**src/rtl/bus_arbiter_rr.sv**
```systemverilog
// ---------------------------------------------------------------------------
// bus_arbiter_rr
//   Round-robin arbiter that connects NUM_MASTERS request/response masters to
//   one slave port. Arbitration takes one cycle: a grant is registered in
//   IDLE, and the granted master's request is passed straight through to the
//   slave while BUSY. A transfer completes on s_valid && s_ready.
//
//   Optional feature macro: BUS_TIMEOUT_EN
//     When defined, a stall counter aborts a transfer after TIMEOUT_CYCLES
//     consecutive BUSY cycles without s_ready. The abort pulses m_ready[g] and
//     m_err together. When undefined, the arbiter waits for s_ready without a
//     limit, and m_err is tied low.
//
// Ports
//   clk, reset           : clock, asynchronous active-high reset
//   m_valid / m_write    : per-master request and direction (1 = write)
//   m_addr / m_wdata     : packed per-master address / write data (slice i)
//   m_ready              : per-master completion strobe (one cycle)
//   m_rdata              : shared read data, zero unless an m_ready bit is set
//   m_grant              : one-hot current owner, zero in IDLE
//   m_err                : timeout-abort strobe
//   s_valid/s_write/s_addr/s_wdata : request to the slave
//   s_ready / s_rdata    : slave completion and read data
// ---------------------------------------------------------------------------
module bus_arbiter_rr #(
  parameter int unsigned NUM_MASTERS    = 4,
  parameter int unsigned DATA_WIDTH     = 32,
  parameter int unsigned ADDR_WIDTH     = 16,
  parameter int unsigned TIMEOUT_CYCLES = 16
) (
  input  logic                              clk,
  input  logic                              reset,
  input  logic [NUM_MASTERS-1:0]            m_valid,
  input  logic [NUM_MASTERS-1:0]            m_write,
  input  logic [NUM_MASTERS*ADDR_WIDTH-1:0] m_addr,
  input  logic [NUM_MASTERS*DATA_WIDTH-1:0] m_wdata,
  output logic [NUM_MASTERS-1:0]            m_ready,
  output logic [DATA_WIDTH-1:0]             m_rdata,
  output logic [NUM_MASTERS-1:0]            m_grant,
  output logic                              m_err,
  output logic                              s_valid,
  output logic                              s_write,
  output logic [ADDR_WIDTH-1:0]             s_addr,
  output logic [DATA_WIDTH-1:0]             s_wdata,
  input  logic                              s_ready,
  input  logic [DATA_WIDTH-1:0]             s_rdata
);

  localparam int unsigned IW = (NUM_MASTERS > 1) ? $clog2(NUM_MASTERS) : 1;

  typedef enum logic {
    ST_IDLE = 1'b0,
    ST_BUSY = 1'b1
  } state_t;

  state_t                 r_state;
  logic [IW-1:0]          r_gidx;   // index of the current owner
  logic [IW-1:0]          r_last;   // index of the last completed owner

  logic                   w_busy;
  logic                   w_gvalid;
  logic                   w_sv_raw;
  logic                   w_timeout;
  logic                   w_done;
  logic                   w_any;
  logic [IW-1:0]          w_pick;
  logic [IW-1:0]          w_idx;
  logic [NUM_MASTERS-1:0] w_onehot;

  // Round-robin search: start just above the last owner and wrap around, so
  // the most recently served master is considered last.
  always_comb begin
    w_any  = 1'b0;
    w_pick = r_last;
    w_idx  = '0;
    for (int unsigned i = 1; i <= NUM_MASTERS; i++) begin
      w_idx = IW'((32'(r_last) + i) % NUM_MASTERS);
      if (!w_any && m_valid[w_idx]) begin
        w_any  = 1'b1;
        w_pick = w_idx;
      end
    end
  end

  always_comb begin
    w_onehot         = '0;
    w_onehot[r_gidx] = 1'b1;
  end

  assign w_busy   = (r_state == ST_BUSY);
  assign w_gvalid = m_valid[r_gidx];
  assign w_sv_raw = w_busy && w_gvalid;

`ifdef BUS_TIMEOUT_EN
  localparam int unsigned CW = $clog2(TIMEOUT_CYCLES + 1);

  logic [CW-1:0] r_cnt;

  // r_cnt holds the stalls already seen, so this cycle is stall number
  // r_cnt+1; the abort fires when that reaches TIMEOUT_CYCLES.
  assign w_timeout = w_sv_raw && !s_ready && (r_cnt == CW'(TIMEOUT_CYCLES - 1));

  always_ff @(posedge clk or posedge reset) begin
    if (reset) begin
      r_cnt <= '0;
    end else if (w_sv_raw && !s_ready && !w_timeout) begin
      r_cnt <= r_cnt + 1'b1;
    end else begin
      r_cnt <= '0;
    end
  end
`else
  logic w_unused_timeout;
  assign w_unused_timeout = (TIMEOUT_CYCLES != 0);
  assign w_timeout        = 1'b0;
`endif

  // Slave side: pure pass-through of the owner's request while BUSY.
  assign s_valid = w_sv_raw && !w_timeout;
  assign s_write = w_busy ? m_write[r_gidx] : 1'b0;
  assign s_addr  = w_busy ? m_addr[r_gidx*ADDR_WIDTH +: ADDR_WIDTH] : '0;
  assign s_wdata = w_busy ? m_wdata[r_gidx*DATA_WIDTH +: DATA_WIDTH] : '0;

  assign w_done  = s_valid && s_ready;

  // Master side: ready only ever reaches the owner; data only with ready.
  assign m_grant = w_busy ? w_onehot : '0;
  assign m_ready = (w_done || w_timeout) ? w_onehot : '0;
  assign m_rdata = w_done ? s_rdata : '0;
  assign m_err   = w_timeout;

  always_ff @(posedge clk or posedge reset) begin
    if (reset) begin
      r_state <= ST_IDLE;
      r_gidx  <= '0;
      r_last  <= IW'(NUM_MASTERS - 1);
    end else begin
      case (r_state)
        ST_IDLE: begin
          if (w_any) begin
            r_gidx  <= w_pick;
            r_state <= ST_BUSY;
          end
        end
        ST_BUSY: begin
          // A withdrawn request is abandoned without counting as service.
          if (!w_gvalid) begin
            r_state <= ST_IDLE;
          end else if (w_done || w_timeout) begin
            r_last  <= r_gidx;
            r_state <= ST_IDLE;
          end
        end
        default: r_state <= ST_IDLE;
      endcase
    end
  end

endmodule

```
**config.mk**
```make
export PLATFORM = sky130hd
export DESIGN_NAME = bus_arbiter_rr
export DESIGN_NICKNAME = d
export VERILOG_FILES = /design/src/rtl/bus_arbiter_rr.sv
export SDC_FILE = /design/constraint.sdc
export NUM_CORES = 1
export LEC_CHECK = 0
export CAP_MARGIN = 20
export CELL_PAD_IN_SITES_DETAIL_PLACEMENT = 2
export CELL_PAD_IN_SITES_GLOBAL_PLACEMENT = 2
export CORE_UTILIZATION = 12
export DETAILED_ROUTE_END_ITERATION = 12
export GPL_TIMING_DRIVEN = 1
export PLACE_DENSITY = 0.86
export SETUP_SLACK_MARGIN = 0.05
export SYNTH_ARGS = -nofsm -noshare
export SYNTH_HDL_FRONTEND = slang
export SYNTH_SLANG_ARGS = --single-unit
```
**constraint.sdc**
```tcl
create_clock -name clk -period 4.97 [get_ports clk]
set_input_delay 0.994 -clock clk [delete_from_list [all_inputs] [get_ports clk]]
set_output_delay 0.994 -clock clk [all_outputs]
set_load 0.05 [all_outputs]
```
==> impl_metrics.json <==
{
  "worst_slew_pin_slew_ns": 0.8885,
  "syn2layout_area_growth_pct": 148.7,
  "overflow": 0,
  "core_um2": 18890,
  "yosysSeqAreaShare": 0.05478,
  "yosys-top-cells-area": "mux4_2, and2_1, and2_4, buf_12, dfrtp_1",
  "synth_top_cell_by_area": "mux4_2",
  "timing.fmax_ghz": 0.2210,
  "rsz0062_at_grt": "false",
  "switching_power_uw": 1720,
  "die_y_um": 141.3,
  "final_common_cell": "clkdlybuf4s50_1",
  "synth_top_area_share": 0.4737,
  "routed_wl_um": 14570,
  "criticalPathCategory": "in2out",
  "cts.sinks": 5,
  "ant_nets": 0,
  "skew_ns": 0.001973,
  "cp-start-kind": "primary input",
  "dp_hpwl_um": 12680,
  "synth_nets": 434,
  "dieArea_um2": 19980,
  "htree_levels": 1,
  "vdd_drop_max_mv": 0.2772,
  "cts_tree": "built",
  "clk_latency_ns": 0.23,
  "cap_violations": 0,
  "period_share": 0.9104,
  "timing.rr.start": "r_state",
  "setup_viol": 0,
  "hold_start": "r_last[1]",
  "io_pins": 326,
  "leakage_uw": 0.002073,
  "swShare": 0.5561,
  "cp.arrival_ns": 3.53,
  "mostFrequentLayoutCells": "clkdlybuf4s50_1, and2_1, mux4_2",
  "drcViolationCount": 0,
  "cts_resized": 0,
  "finalSetupTns_ns": 0,
  "synth_area_per_cell_um2": 11.71,
  "grt_pass1_wl_um": 21090,
  "required_ns": 3.98,
  "relSlewSlack": 0.4077,
  "clkSlewWorstSetupHoldPaths_ns": 0.03,
  "synth.distinct_cells": 36,
  "wl_per_cell_um": 19.00,
  "r2r_cells": 3,
  "drv_slew": 0,
  "drive_above_1_share": 0.1893,
  "min_path_cells": 1,
  "min_path_type": "reg2reg",
  "ys_warn_count": 0,
  "drt-initial-drc-count": 49,
  "dr_total_vias": 3023,
  "critPathMaxFanout": 33,
  "synthCells": 199,
  "min_period_ns": 4.525,
  "port_buffers": 324,
  "cts-root-buf": "clkbuf_16",
  "globalplace.congestion": 0.7470,
  "grt_pass1_vias": 3675,
  "rows": 50,
  "ys_ff_latch": 5,
  "post-place-ws_ns": 0.4246,
  "antenna_found_initial": 0,
  "vias_per_cell": 3.941,
  "cts.path.max_buffers": 2,
  "dr.pass1.iters": 4,
  "cts_buffers": 3,
  "p_int_uw": 1373,
  "die_x_um": 141.3,
  "diodes": 0,
  "rrSetupSlack_ns": 2.58,
  "rr_endpoint": "r_last[0]",
  "fin_ws_ns": 0.4454,
  "grt_start_max_net_pins": 47,
  "grtUsageTotal": 0.1388,
  "worst_setup_path_end_kind": "primary output",
  "start_util": 0.1233,
  "hold_viol": 0,
  "powerDensity_nw_per_um2": 533.8,
  "power_frac_comb": 0.873,
  "syn_area_um2": 2330,
  "clockPowerShare": 0.043,
  "pwr-share-seq": 0.084,
  "post_cts_buffers": 0,
  "ctsHoldBuffers": 0,
  "status": "finished clean",
  "nets": 743,
  "hold-path-endpoint": "r_last[1]"
}
==> sequential cells by signal, summed over array words and instances, names as in the netlist <==
name     flops
r_gidx       2
r_state      1
r_last       2
==> critical path, stage by stage <==
cell and delay [ns]:
clkdlybuf4s50_1 0.62, mux2i_2 0.17, o2bb2ai_4 0.66, and2_2 0.27
clkdlybuf4s50_1 0.81
==> cells by family (layout without fill, tap and decap cells) <==
logic type | after synthesis | in the layout | synth area share
mux | 54 | 54 | 0.5081
simple gates | 103 | 103 | 0.3029
other cells | 1 | 1 | 0.001610
compound gates | 9 | 9 | 0.03599
flops | 5 | 5 | 0.05478
buf+inv | 27 | 335 | 0.09667
==> layer usage <==
metal,up-vias,global-route usage,wire length (um)
met5,-,0,0
met4,0,0.03318,267
met3,18,0.02599,1055
met2,170,0.2757,7980
met1,1469,0.1490,5269
li1,1366,-,-
==> cells in the mapped netlist <==
| cell type | count |
|---|---|
| and2_1 | 50 |
| mux4_2 | 49 |
| and2_4 | 30 |
| buf_2 | 7 |
| clkbuf_1 | 6 |
| buf_12 | 5 |
| buf_6 | 4 |
| inv_1 | 4 |
| nor2_1 | 4 |
| dfrtp_1 | 3 |
| nand2_1 | 3 |
| nor3_1 | 3 |
| and2_2 | 2 |
| and3_1 | 2 |
| dfstp_2 | 2 |
| mux2_4 | 2 |
| nand2b_1 | 2 |
| nor3b_1 | 2 |
| o21ai_0 | 2 |
| a21o_1 | 1 |
| a21oi_1 | 1 |
| a22o_1 | 1 |
| and3b_1 | 1 |
| buf_4 | 1 |
| conb_1 | 1 |
| mux2i_1 | 1 |
| mux2i_2 | 1 |
| mux4_1 | 1 |
| nand3_1 | 1 |
| nand3b_1 | 1 |
| nor4_1 | 1 |
| o21bai_1 | 1 |
| o221ai_1 | 1 |
| o2bb2ai_4 | 1 |
| o31a_1 | 1 |
| or2_2 | 1 |
==> power by group through the flow <==
stage          Clock, uW  Sequential, uW  Combinational [uW]
2_1_floorplan          0            83.3                2070
3_3_place_gp           0             261                2670
3_5_place_dp           0             273                2730
4_1_cts              136             273                2730
5_1_grt              137             289                2830
6_report             133             258                2700
==> cell type report <==
cell class	count	area, um^2
fillers	2084	13100
repair buffers	327	3266
flip-flops and latches	5	132.6
multi-input cells	167	1977
well taps	260	325.3
inverters	4	15.01
clock buffers	4	78.83
==> worst max path at each step <==
stage          startpoint  slack (ns)  depth (start not counted)     endpoint
2_1_floorplan     s_ready        1.77                          2   m_ready[2]
3_3_place_gp   m_valid[3]        0.60                          5  m_rdata[31]
3_5_place_dp   m_valid[3]        0.42                          5  m_rdata[22]
4_1_cts        m_valid[3]        0.42                          5  m_rdata[22]
5_1_grt        m_valid[3]        0.30                          5  m_rdata[31]
6_report       m_valid[3]        0.45                          5  m_rdata[31]
==> stage by stage <==
step / utilization / total power [uW] / instance area, um^2 / cells / hold slack, ns
2_1_floorplan: - / 2154 / 2330 / 199 / 0.5253
3_3_place_gp: 0.3025 / 2934 / 5715 / 763 / 0.5444
3_5_place_dp: 0.3025 / 3000 / 5715 / 763 / 0.5532
4_1_cts: 0.3067 / 3144 / 5794 / 767 / 0.5632
5_1_grt: 0.3067 / 3252 / 5794 / 767 / 0.5788
6_report: 0.3067 / 3093 / 5794 / 767 / 0.5619
Note: power is estimated with default switching activity, not from simulation.
